### config.mk
export PLATFORM = sky130hd
export DESIGN_NAME = mem_wb_stage
export DESIGN_NICKNAME = d
export VERILOG_FILES = /design/src/rtl/mem_wb_stage.sv
export SDC_FILE = /design/constraint.sdc
export NUM_CORES = 1
export LEC_CHECK = 0
export CORE_ASPECT_RATIO = 0.5
export CORE_MARGIN = 1.5
export CORE_UTILIZATION = 48
export DETAILED_ROUTE_END_ITERATION = 6
export PLACE_DENSITY = 0.91
export REMOVE_ABC_BUFFERS = 1
export SETUP_SLACK_MARGIN = 0.1
export SLEW_MARGIN = 10
export SYNTH_ARGS = -nofsm -noshare
export SYNTH_HDL_FRONTEND = slang
export SYNTH_SLANG_ARGS = --single-unit
### constraint.sdc
create_clock -name clk -period 7.97 [get_ports clk]
set_input_delay 1.9925 -clock clk [delete_from_list [all_inputs] [get_ports clk]]
set_output_delay 1.9925 -clock clk [all_outputs]
set_load 0.01 [all_outputs]
### src/rtl/mem_wb_stage.sv
// mem_wb_stage: memory-access stage and MEM/WB pipeline register of the RV32I core.
// Drives a word-only D-cache. Loads are extracted and extended here. Byte and
// halfword stores are done as read-modify-write: read the word, merge the new
// lane into wbuf, then write the whole word back from the RMW_WR state.
module mem_wb_stage #(
  parameter int XLEN   = 32,
  parameter int ADDR_W = 30
) (
  input  logic              clk,
  input  logic              rst,
  input  logic              ex_mem_valid,
  input  logic              ex_mem_regwrite,
  input  logic [4:0]        ex_mem_rd,
  input  logic              ex_mem_mem_read,
  input  logic              ex_mem_mem_write,
  input  logic [2:0]        ex_mem_funct3,
  input  logic [XLEN-1:0]   ex_mem_alu_result,
  input  logic [XLEN-1:0]   ex_mem_store_data,
  input  logic              ex_mem_jump,
  input  logic [XLEN-1:0]   ex_mem_pc_step,
  output logic              dcache_ren,
  output logic              dcache_wen,
  output logic [ADDR_W-1:0] dcache_addr,
  output logic [XLEN-1:0]   dcache_wdata,
  input  logic [XLEN-1:0]   dcache_rdata,
  input  logic              dcache_stall,
  output logic              mem_stall,
  output logic              mem_wb_regwrite,
  output logic [4:0]        mem_wb_rd,
  output logic [XLEN-1:0]   mem_wb_rd_data,
  output logic              misalign
);

  typedef enum logic {IDLE, RMW_WR} state_t;

  state_t            state_q, state_d;
  logic [XLEN-1:0]   wbuf_q, wbuf_d;
  logic [ADDR_W-1:0] waddr_q, waddr_d;
  logic              regwrite_q, misalign_q;
  logic [4:0]        rd_q;
  logic [XLEN-1:0]   rd_data_q;

  logic              is_load, is_store, word_store, sub_store;
  logic              misaligned, access_done;
  logic [1:0]        byte_off;
  logic [ADDR_W-1:0] word_addr;
  logic [XLEN-1:0]   wb_value;

  // Pick the addressed lane of a read word and extend it to 32 bits.
  // Halfwords ignore addr[0], so a misaligned LH reads the aligned-down half.
  function automatic logic [XLEN-1:0] load_extract(input logic [XLEN-1:0] word,
                                                   input logic [1:0]      off,
                                                   input logic [2:0]      f3);
    logic [7:0]  b;
    logic [15:0] h;
    logic [XLEN-1:0] r;
    b = word[{off, 3'b000} +: 8];
    h = off[1] ? word[31:16] : word[15:0];
    case (f3)
      3'b000:  r = {{24{b[7]}}, b};
      3'b100:  r = {24'h000000, b};
      3'b001:  r = {{16{h[15]}}, h};
      3'b101:  r = {16'h0000, h};
      default: r = word;
    endcase
    return r;
  endfunction

  // Overlay the low byte (SB) or low half (SH) of the store data onto the old word.
  function automatic logic [XLEN-1:0] store_merge(input logic [XLEN-1:0] old_word,
                                                  input logic [XLEN-1:0] data,
                                                  input logic [1:0]      off,
                                                  input logic [2:0]      f3);
    logic [XLEN-1:0] w;
    w = old_word;
    if (f3[0] == 1'b0) w[{off, 3'b000} +: 8] = data[7:0];
    else               w[{off[1], 4'b0000} +: 16] = data[15:0];
    return w;
  endfunction

  // A request with both read and write set is treated as a load, so ren and wen stay exclusive.
  assign is_load    = ex_mem_valid & ex_mem_mem_read;
  assign is_store   = ex_mem_valid & ex_mem_mem_write & ~ex_mem_mem_read;
  assign word_store = is_store & ex_mem_funct3[1];
  assign sub_store  = is_store & ~ex_mem_funct3[1];
  assign byte_off   = ex_mem_alu_result[1:0];
  assign word_addr  = ex_mem_alu_result[ADDR_W+1:2];

  assign misaligned = (is_load | is_store) &
                      (((ex_mem_funct3[1:0] == 2'b01) & byte_off[0]) |
                       ((ex_mem_funct3[1:0] == 2'b10) & (byte_off != 2'b00)));

  assign wb_value = ex_mem_jump     ? ex_mem_pc_step :
                    ex_mem_mem_read ? load_extract(dcache_rdata, byte_off, ex_mem_funct3) :
                                      ex_mem_alu_result;

  // Cache request, stall and next-state decode; reset silences every request.
  always_comb begin
    dcache_ren   = 1'b0;
    dcache_wen   = 1'b0;
    dcache_addr  = word_addr;
    dcache_wdata = ex_mem_store_data;
    mem_stall    = 1'b0;
    access_done  = 1'b0;
    state_d      = state_q;
    wbuf_d       = wbuf_q;
    waddr_d      = waddr_q;
    case (state_q)
      IDLE: begin
        if (is_load) begin
          dcache_ren  = 1'b1;
          mem_stall   = dcache_stall;
          access_done = ~dcache_stall;
        end else if (word_store) begin
          dcache_wen  = 1'b1;
          mem_stall   = dcache_stall;
          access_done = ~dcache_stall;
        end else if (sub_store) begin
          dcache_ren = 1'b1;
          mem_stall  = 1'b1;
          if (!dcache_stall) begin
            wbuf_d  = store_merge(dcache_rdata, ex_mem_store_data, byte_off, ex_mem_funct3);
            waddr_d = word_addr;
            state_d = RMW_WR;
          end
        end
      end
      RMW_WR: begin
        dcache_wen   = 1'b1;
        dcache_addr  = waddr_q;
        dcache_wdata = wbuf_q;
        mem_stall    = dcache_stall;
        if (!dcache_stall) begin
          access_done = 1'b1;
          state_d     = IDLE;
        end
      end
      default: state_d = IDLE;
    endcase
    if (rst) begin
      dcache_ren = 1'b0;
      dcache_wen = 1'b0;
      mem_stall  = 1'b0;
    end
  end

  // FSM state, misalign pulse and MEM/WB register; a stall inserts a bubble.
  always_ff @(posedge clk) begin
    if (rst) begin
      state_q    <= IDLE;
      regwrite_q <= 1'b0;
      rd_q       <= 5'd0;
      rd_data_q  <= '0;
      misalign_q <= 1'b0;
    end else begin
      state_q    <= state_d;
      misalign_q <= access_done & misaligned;
      if (!mem_stall) begin
        regwrite_q <= ex_mem_valid & ex_mem_regwrite & (ex_mem_rd != 5'd0);
        rd_q       <= ex_mem_rd;
        rd_data_q  <= wb_value;
      end else begin
        regwrite_q <= 1'b0;
      end
    end
  end

  // Merged RMW word and its address; pure data, no reset needed.
  always_ff @(posedge clk) begin
    wbuf_q  <= wbuf_d;
    waddr_q <= waddr_d;
  end

  assign mem_wb_regwrite = regwrite_q;
  assign mem_wb_rd       = rd_q;
  assign mem_wb_rd_data  = rd_data_q;
  assign misalign        = misalign_q;

endmodule

# Word-level counts from Yosys, hierarchy flattened
# Index checks and enable logic that the tools add are counted.
# totals
regBits,102
out_inout_bits,104
# op_classes
shift,5
n_reduce_logical,5
addsub,2
bitwise_logic,19
eq_ne,5
mux,31
# op_table
operator,count
two-way mux 32 bit,4
one-hot mux 32 bit (4 select lines),1
bitwise mux 32 bit,2
"variable shift 16 x 7 -> 32 bit, first input constant",1
"variable shift 8 x 7 -> 32 bit, first input constant",1
indexed part select 16 x 7 -> 32 bit,1
indexed part select 32 x 6 -> 8 bit,1
indexed part select 8 x 7 -> 32 bit,1
two-way mux 30 bit,1
two-way mux 1 bit,18
two-way mux 16 bit,1
negator 5 -> 7 bit,2
AND 1 bit,11
one-hot mux 1 bit (2 select lines),4
"equality test 3 bit, second input constant",2
NOT 1 bit,6
AND reduction 5 bit,1
nonzero test 5 bit,1
"equality test 3 x 1 -> 1 bit, second input constant",1
zero test 3 bit,1
"equality test 2 x 1 -> 1 bit, second input constant",1
"equality test 2 bit, second input constant",1
OR 1 bit,2
nonzero test 2 bit,1
OR reduction 2 bit,1

# Depth between registers and ports, before layout
# Gate-level depths: netlist of run 1.
# depth
word_depth,9
ltp_mapped,9
mapped_depth_nobuf,7

# Least setup slack after synthesis of run 1
# Ideal clock, no wire load.
# synth_timing
path_type,input -> output
startpoint,input port ex_mem_funct3[1]
endpoint,output port mem_stall
t_required_ns,5.977
arrival_time_ns,3.298
slack_ns,2.679
path_stages,6
path_cell_list,buf_6 or4b_4 o211a_1 buf_6 buf_2 nor2_1
# synth_via
elab_chain_len,7
elab_cells_between_ends,8
cone_classes,mux (5); bitwise (3)
# synth_lines
element,line,text
"start, declared",16,"input logic [2:0] ex_mem_funct3,"
NOT 1 bit,85,assign sub_store = is_store & ~ex_mem_funct3[1];
AND 1 bit,85,
two-way mux 1 bit,118,end else if (sub_store) begin
two-way mux 1 bit *,114,end else if (word_store) begin
two-way mux 1 bit *,110,if (is_load) begin
one-hot mux 1 bit (2 select lines) *,108,case (state_q)
two-way mux 1 bit *,140,if (rst) begin
"end, declared",27,"output logic mem_stall,"
# Every way passes the cells marked *; elsewhere a longest branch is shown, timed or not.

# Worst setup path after layout of run 1
# layout_timing
startpoint,input port ex_mem_mem_write
endpoint,output port mem_stall
# layout_via
elab_chain_len,8
elab_cells_between_ends,9
cone_classes,mux (5); bitwise (4)
# layout_lines
element,line,text
"start, declared",15,"input logic ex_mem_mem_write,"
AND 1 bit * (2 in series),83,assign is_store = ex_mem_valid & ex_mem_mem_write & ~ex_mem_mem_read;
AND 1 bit,85,
two-way mux 1 bit,118,
two-way mux 1 bit *,114,
two-way mux 1 bit *,110,
one-hot mux 1 bit (2 select lines) *,108,
two-way mux 1 bit *,140,
# Marked as above.

==> flow_metrics.env, run 1 <==
export IMPL_h_tree_depth=3
export IMPL_busiest_layer="met2"
export IMPL_final_nets=986
export IMPL_outcome="finished clean"
export IMPL_end_kind="output pin"
export IMPL_dpl_hpwl_mm=15.1
export IMPL_start_util_pct=48.9
export IMPL_ys_seq_elements=102
export IMPL_synth_main_ff_cell="edfxtp_1"
export IMPL_grt_ovfl_total=0
export IMPL_ys_seq_area_share_pct=43.2
export IMPL_cp_top_family="buffers and inverters"
export IMPL_holdBufCountCts=0
export IMPL_worstSetupStartpointType="input port"
export IMPL_clk_latency_ps=350
export IMPL_cts_max_path_buffers=2
export IMPL_synthCells=625
export IMPL_switching_share_pct=28.2
export IMPL_clkTransAtPathRegs_ps=70
export IMPL_rsz0062_at_grt="false"
export IMPL_fin_crit_sh_pct=74.9
export IMPL_grt_max_degree=69
export IMPL_coreArea_um2=12600
export IMPL_p_seq_share_pct=42.5
export IMPL_diodes=0
export IMPL_slew_headroom_pct=18.0
export IMPL_drt_iter0_markers=863
export IMPL_fin_setup_tns_ps=0
export IMPL_finalWeightedCongestion=0.886
export IMPL_nFillCells=908
export IMPL_port_buffers=247
export IMPL_rows=29
export IMPL_drive_gt1_share_pct=12.1
export IMPL_use_met3_pct=7.54
export IMPL_drtPass1Iterations=6
export IMPL_cts_tree="yes"
export IMPL_synth_top_area_share_pct=30.2
export IMPL_worst_slew_pin_transition_ps=1220
export IMPL_p_clk_share_pct=31.5
export IMPL_root_buffer="clkbuf_16"
export IMPL_syn_area_per_cell_um2=9.86
export IMPL_global_route_usage_met1_pct=40.6
export IMPL_critical_path_cell_chain="clkdlybuf4s50_1, or4b_4, o211a_1, nor2_1, clkdlybuf4s50_1"
export IMPL_ys_top_cells_by_area="edfxtp_1 30%, dfxtp_1 13%, mux2_2 11%"
export IMPL_min_period_ps=5970
export IMPL_cts_sinks=102
export IMPL_cp_num_cells=5
export IMPL_finClkSkew_ps=8.78
export IMPL_hp_class="reg -> reg"
export IMPL_drcViolationCount=0
export IMPL_worst_setup_path_type="in -> out"
export IMPL_p_leak_nw=3.15
export IMPL_die_area_um2=13600
export IMPL_hold_depth=2
export IMPL_wire_per_inst_um=21.8
export IMPL_critPathBufInv=2
export IMPL_synth_async_reset_ratio_pct=0
export IMPL_synth_edf_count=62
export IMPL_cts_setup_buffers=0
export IMPL_crit_top_cell="clkdlybuf4s50_1"
export IMPL_ys_top_cells_by_count="62 x edfxtp_1, 62 x mux2_2, 61 x nor2_1"
export IMPL_seq_area_um2=2670
export IMPL_synth_top_cell_by_area="edfxtp_1"
export IMPL_multi_input_area_um2=3220
export IMPL_cpPeakStageDelay_ps=580
export IMPL_cts_made_buffers=9
export IMPL_rr_worst_depth=4
export IMPL_p_comb_share_pct=26.0
export IMPL_slew_violations=0
export IMPL_cp_required_ps=5980
export IMPL_cp_slowest_cell="clkdlybuf4s50_1"
export IMPL_areaGrowthSynthToFinish_pct=45.1
export IMPL_cap_violations=0
export IMPL_grt_usage_pct=31.6
export IMPL_crit_arrival_ps=3980
export IMPL_met2_usage_pct=51.7
export IMPL_worst_path_max_fanout=7
export IMPL_cts_resized=0
export IMPL_ys_types=61
export IMPL_switchingPower_mw=0.397
export IMPL_setup_viol=0
export IMPL_antenna_left=0
export IMPL_via_per_inst=6.30
export IMPL_vias=6378
export IMPL_routed_wl_mm=22.1
export IMPL_worst_hold_slack_ps=459
export IMPL_die_w_um=163
export IMPL_grt_pass1_vias=6114
export IMPL_io_pins=248
export IMPL_ys_warn_count=0
export IMPL_vdd_drop_max_uv=110
export IMPL_finalHoldViolations=0
export IMPL_dieHeight_um=83.1
export IMPL_power_density_nw_per_um2=157
export IMPL_antenna_found_initial=0
export IMPL_syn_area_um2=6160
export IMPL_grt_pass1_wl_mm=33.4
export IMPL_max_freq_mhz=167
export IMPL_internal_power_mw=1.01
## worst reg2reg max path, stage by stage, from the launching register on
cell and delay, ps:
dfxtp_4 630, or4b_4 670, o211ai_4 910, a221oi_1 240, a211oi_2 240
## cell usage in the layout, fill, tap and decap left out, types with 3 or more instances in the layout
cell type        Yosys  final
a2111oi_0            3      3
a211oi_1            21     21
a211oi_2             3      3
a21oi_1             52     52
a221o_1              3      3
a221oi_1            20     20
a22o_1              16     16
a22oi_1              5      5
a311oi_1             3      3
a31oi_1              6      6
and2_1              15     15
buf_2                5      5
buf_4                3      7
clkbuf_16            0     10
clkdlybuf4s50_1      0    242
clkinv_1             3      3
dfxtp_1             40     39
edfxtp_1            62     62
ha_1                 5      5
inv_1                9      8
mux2_2              62     62
mux2i_1             20     20
nand2_1             31     31
nand2b_1             4      4
nand3_1             10     10
nand3b_1             6      6
nor2_1              61     61
nor2b_1              7      7
nor3_1              10     10
nor4_1               3      3
o211ai_1             4      4
o21ai_0             30     30
o21ai_1              4      4
o22ai_1             19     19
o2bb2ai_1            4      4
## per-stage QoR
step / area [µm²] / util (%) / total power [mW] / cells / setup slack (ps)
finish: 8940 / 71.0 / 1.41 / 1012 / 2000
global route: 8940 / 71.0 / 1.45 / 1012 / 1930
CTS: 8940 / 71.0 / 1.40 / 1012 / 2010
detailed placement: 8650 / 68.7 / 0.967 / 996 / 2010
global placement: 8650 / 68.7 / 0.956 / 996 / 2030
floorplan: 5920 / - / 0.749 / 572 / 2580
## power by group through the flow
stage / sequential, mW / clock [mW] / combinational (mW)
floorplan: 0.616 / 0 / 0.133
global placement: 0.608 / 0 / 0.348
detailed placement: 0.610 / 0 / 0.357
CTS: 0.598 / 0.445 / 0.361
global route: 0.600 / 0.467 / 0.387
finish: 0.598 / 0.444 / 0.366
## kinds of logic after synthesis
family | synth area share, %
AOI/OAI and AO/OA | 23.9
adders and majority gates | 1.02
buffers and inverters | 4.61
DFF | 43.2
muxes | 15.0
and+or+nand+nor | 12.3
## per-layer routing
layer | wire, µm | part of all wire (%) | up-vias
met5 | 0 | 0 | -
met4 | 670 | 3.0 | 0
met3 | 2070 | 9.4 | 80
met2 | 10600 | 48 | 431
met1 | 8740 | 40 | 3026
li1 | - | - | 2841
## path summary, 6_finish.rpt
check | startpoint | endpoint | slack [ps]
min reg2reg | mem_wb_rd_data[0] | mem_wb_rd_data[0] | 460
min | mem_wb_rd_data[0] | mem_wb_rd_data[0] | 460
max reg2reg | state_q | mem_wb_rd_data[11] | 5200
max | ex_mem_mem_write | mem_stall | 2000
## flip-flops by register name, indices dropped and copies added (netlist names)
name and flops:
mem_wb_rd 5, mem_wb_rd_data 32, wbuf_q 32, waddr_q 30, state_q 1, misalign 1
mem_wb_regwrite 1
## cell type report
type | count | area share, %
clock inverter | 5 | 0.434
inverter | 12 | 0.504
tap | 170 | 2.38
sequential | 102 | 29.8
clock buffer | 11 | 2.84
timing repair buffer | 254 | 28.0
multi-input combinational | 458 | 36.0
No activity file was read; power rests on OpenSTA's default activity.
==> inputs of run 2 (changes only) <==
CORE_UTILIZATION = 44   (was 48)
PLACE_DENSITY = 0.84   (was 0.91)
clock period = 5.6 ns   (was 7.97 ns; I/O delays follow)
==> run 2 against run 1 <==
Total power up 44%. Global-route usage down 1.7 points. Worst setup slack worse by 1300 ps. Largest cell class unchanged.
==> flow_metrics.env, run 2 (same netlist as run 1, synthesis figures left out) <==
export IMPL_cp_num_cells=5
export IMPL_start_util_pct=45.2
export IMPL_worst_path_max_fanout=7
export IMPL_finalHoldViolations=0
export IMPL_p_clk_share_pct=32.2
export IMPL_grt_pass1_wl_mm=34.0
export IMPL_fin_area_um2=9010
export IMPL_reg2reg_from="state_q"
export IMPL_cts_sinks=102
export IMPL_min_period_ps=4870
export IMPL_die_w_um=170
export IMPL_crit_end="mem_stall"
export IMPL_p_comb_share_pct=25.9
export IMPL_dp_cells=1024
export IMPL_p_seq_share_pct=41.9
export IMPL_worst_setup_path_type="in -> out"
export IMPL_antenna_found_initial=0
export IMPL_grt_max_degree=47
export IMPL_grt_usage_pct=30.0
export IMPL_port_buffers=247
export IMPL_setup_viol=0
export IMPL_cts_setup_buffers=0
export IMPL_vias=6270
export IMPL_crit_arrival_ps=3470
export IMPL_drcViolationCount=0
export IMPL_drtPass1Iterations=5
export IMPL_critPathBufInv=2
export IMPL_diodes=0
export IMPL_root_buffer="clkbuf_16"
export IMPL_coreArea_um2=13600
export IMPL_rsz0062_at_grt="false"
export IMPL_drt_iter0_markers=721
export IMPL_worst_slew_pin_transition_ps=1160
export IMPL_end_kind="output pin"
export IMPL_worst_hold_slack_ps=454
export IMPL_final_cells=1040
export IMPL_dpl_hpwl_mm=15.6
export IMPL_cp_top_family="buffers and inverters"
export IMPL_final_nets=992
export IMPL_cts_max_path_buffers=2
export IMPL_areaGrowthSynthToFinish_pct=46.3
export IMPL_final_common_cell="clkdlybuf4s50_1"
export IMPL_finClkSkew_ps=4.95
export IMPL_crit_top_cell="clkdlybuf4s50_1"
export IMPL_worstSetupStartpointType="input port"
export IMPL_place_area_um2=8720
export IMPL_fin_crit_sh_pct=86.9
export IMPL_cp_slowest_cell="clkdlybuf4s50_1"
export IMPL_internal_power_mw=1.46
export IMPL_cts_resized=0
export IMPL_cp_required_ps=4200
export IMPL_die_area_um2=14800
export IMPL_startpoint="ex_mem_mem_write"
export IMPL_vdd_drop_max_uv=128
export IMPL_p_leak_nw=3.18
export IMPL_switching_share_pct=28.0
export IMPL_grt_ovfl_total=0
export IMPL_min_from="mem_wb_rd[4]"
export IMPL_rows=30
export IMPL_dieHeight_um=86.7
export IMPL_critical_path_cell_chain="clkdlybuf4s50_1, or4b_4, o211a_2, nor2_1, clkdlybuf4s50_1"
export IMPL_max_freq_mhz=205
export IMPL_drive_gt1_share_pct=12.9
export IMPL_hold_depth=2
export IMPL_clk_latency_ps=350
export IMPL_rr_worst_depth=4
export IMPL_rr_endpoint="wbuf_q[4]"
export IMPL_grt_pass1_vias=6098
export IMPL_via_per_inst=6.03
export IMPL_outcome="finished clean"
export IMPL_clkTransAtPathRegs_ps=70
export IMPL_setup_ws_ps=733
export IMPL_h_tree_depth=3
export IMPL_final_cell_mix="242 x clkdlybuf4s50_1, 62 x mux2_2, 62 x edfxtp_1"
export IMPL_wire_per_inst_um=21.4
export IMPL_holdBufCountCts=0
export IMPL_fin_setup_tns_ps=0
export IMPL_finalWeightedCongestion=0.886
export IMPL_r2r_setup_slack_ps=2780
export IMPL_cap_violations=0
export IMPL_power_density_nw_per_um2=225
export IMPL_hp_class="reg -> reg"
export IMPL_antenna_left=0
export IMPL_switchingPower_mw=0.566
export IMPL_slew_violations=0
export IMPL_cts_tree="yes"
export IMPL_dp_slack_ps=754
export IMPL_cts_made_buffers=9
export IMPL_slew_headroom_pct=22.4
export IMPL_cpPeakStageDelay_ps=600
export IMPL_io_pins=248
export IMPL_routed_wl_mm=22.2
-- run 2: through the flow --
stage	utilization, %	power [mW]
detailed placement	64.0	1.38
global route	66.2	2.09
CTS	66.2	2.02
global placement	64.0	1.37
floorplan	-	1.07
finish	66.2	2.03
-- run 2: how the worst min path moves through the flow --
stage | end | slack, ps
detailed placement | mem_wb_rd[4] | 450
global route | mem_wb_rd[4] | 480
finish | mem_wb_rd[4] | 450
global placement | mem_wb_rd_data[0] | 440
floorplan | mem_wb_rd_data[0] | 470
CTS | mem_wb_rd[4] | 460
-- run 2: cell type report --
cell class	count	area, µm²
Multi-Input combinational cell	458	3220
Clock buffer	10	229
Sequential cell	102	2660
Clock inverter	6	68.8
Tap cell	192	240
Timing Repair Buffer	260	2540
Inverter	12	45.0
Fill cell	1086	4610
-- run 2: power groups by stage --
stage / combinational (mW) / clock (mW) / sequential, mW
finish: 0.525 / 0.652 / 0.849
global route: 0.558 / 0.681 / 0.852
CTS: 0.518 / 0.656 / 0.849
detailed placement: 0.514 / 0 / 0.865
global placement: 0.503 / 0 / 0.864
floorplan: 0.189 / 0 / 0.876
-- run 2: worst reg2reg max path, stage by stage (launching register included) --
cell and delay [ps]:
dfxtp_2 520, buf_4 410, or4_1 650, inv_2 470
buf_4 430
-- run 2: per-layer routing --
layer | part of all wire [%] | vias up | track usage [%]
li1 | - | 2852 | -
met1 | 42 | 3000 | 40.0
met2 | 47 | 363 | 49.0
met3 | 8.7 | 55 | 5.43
met4 | 2.4 | 0 | 11.3
met5 | 0 | - | 0
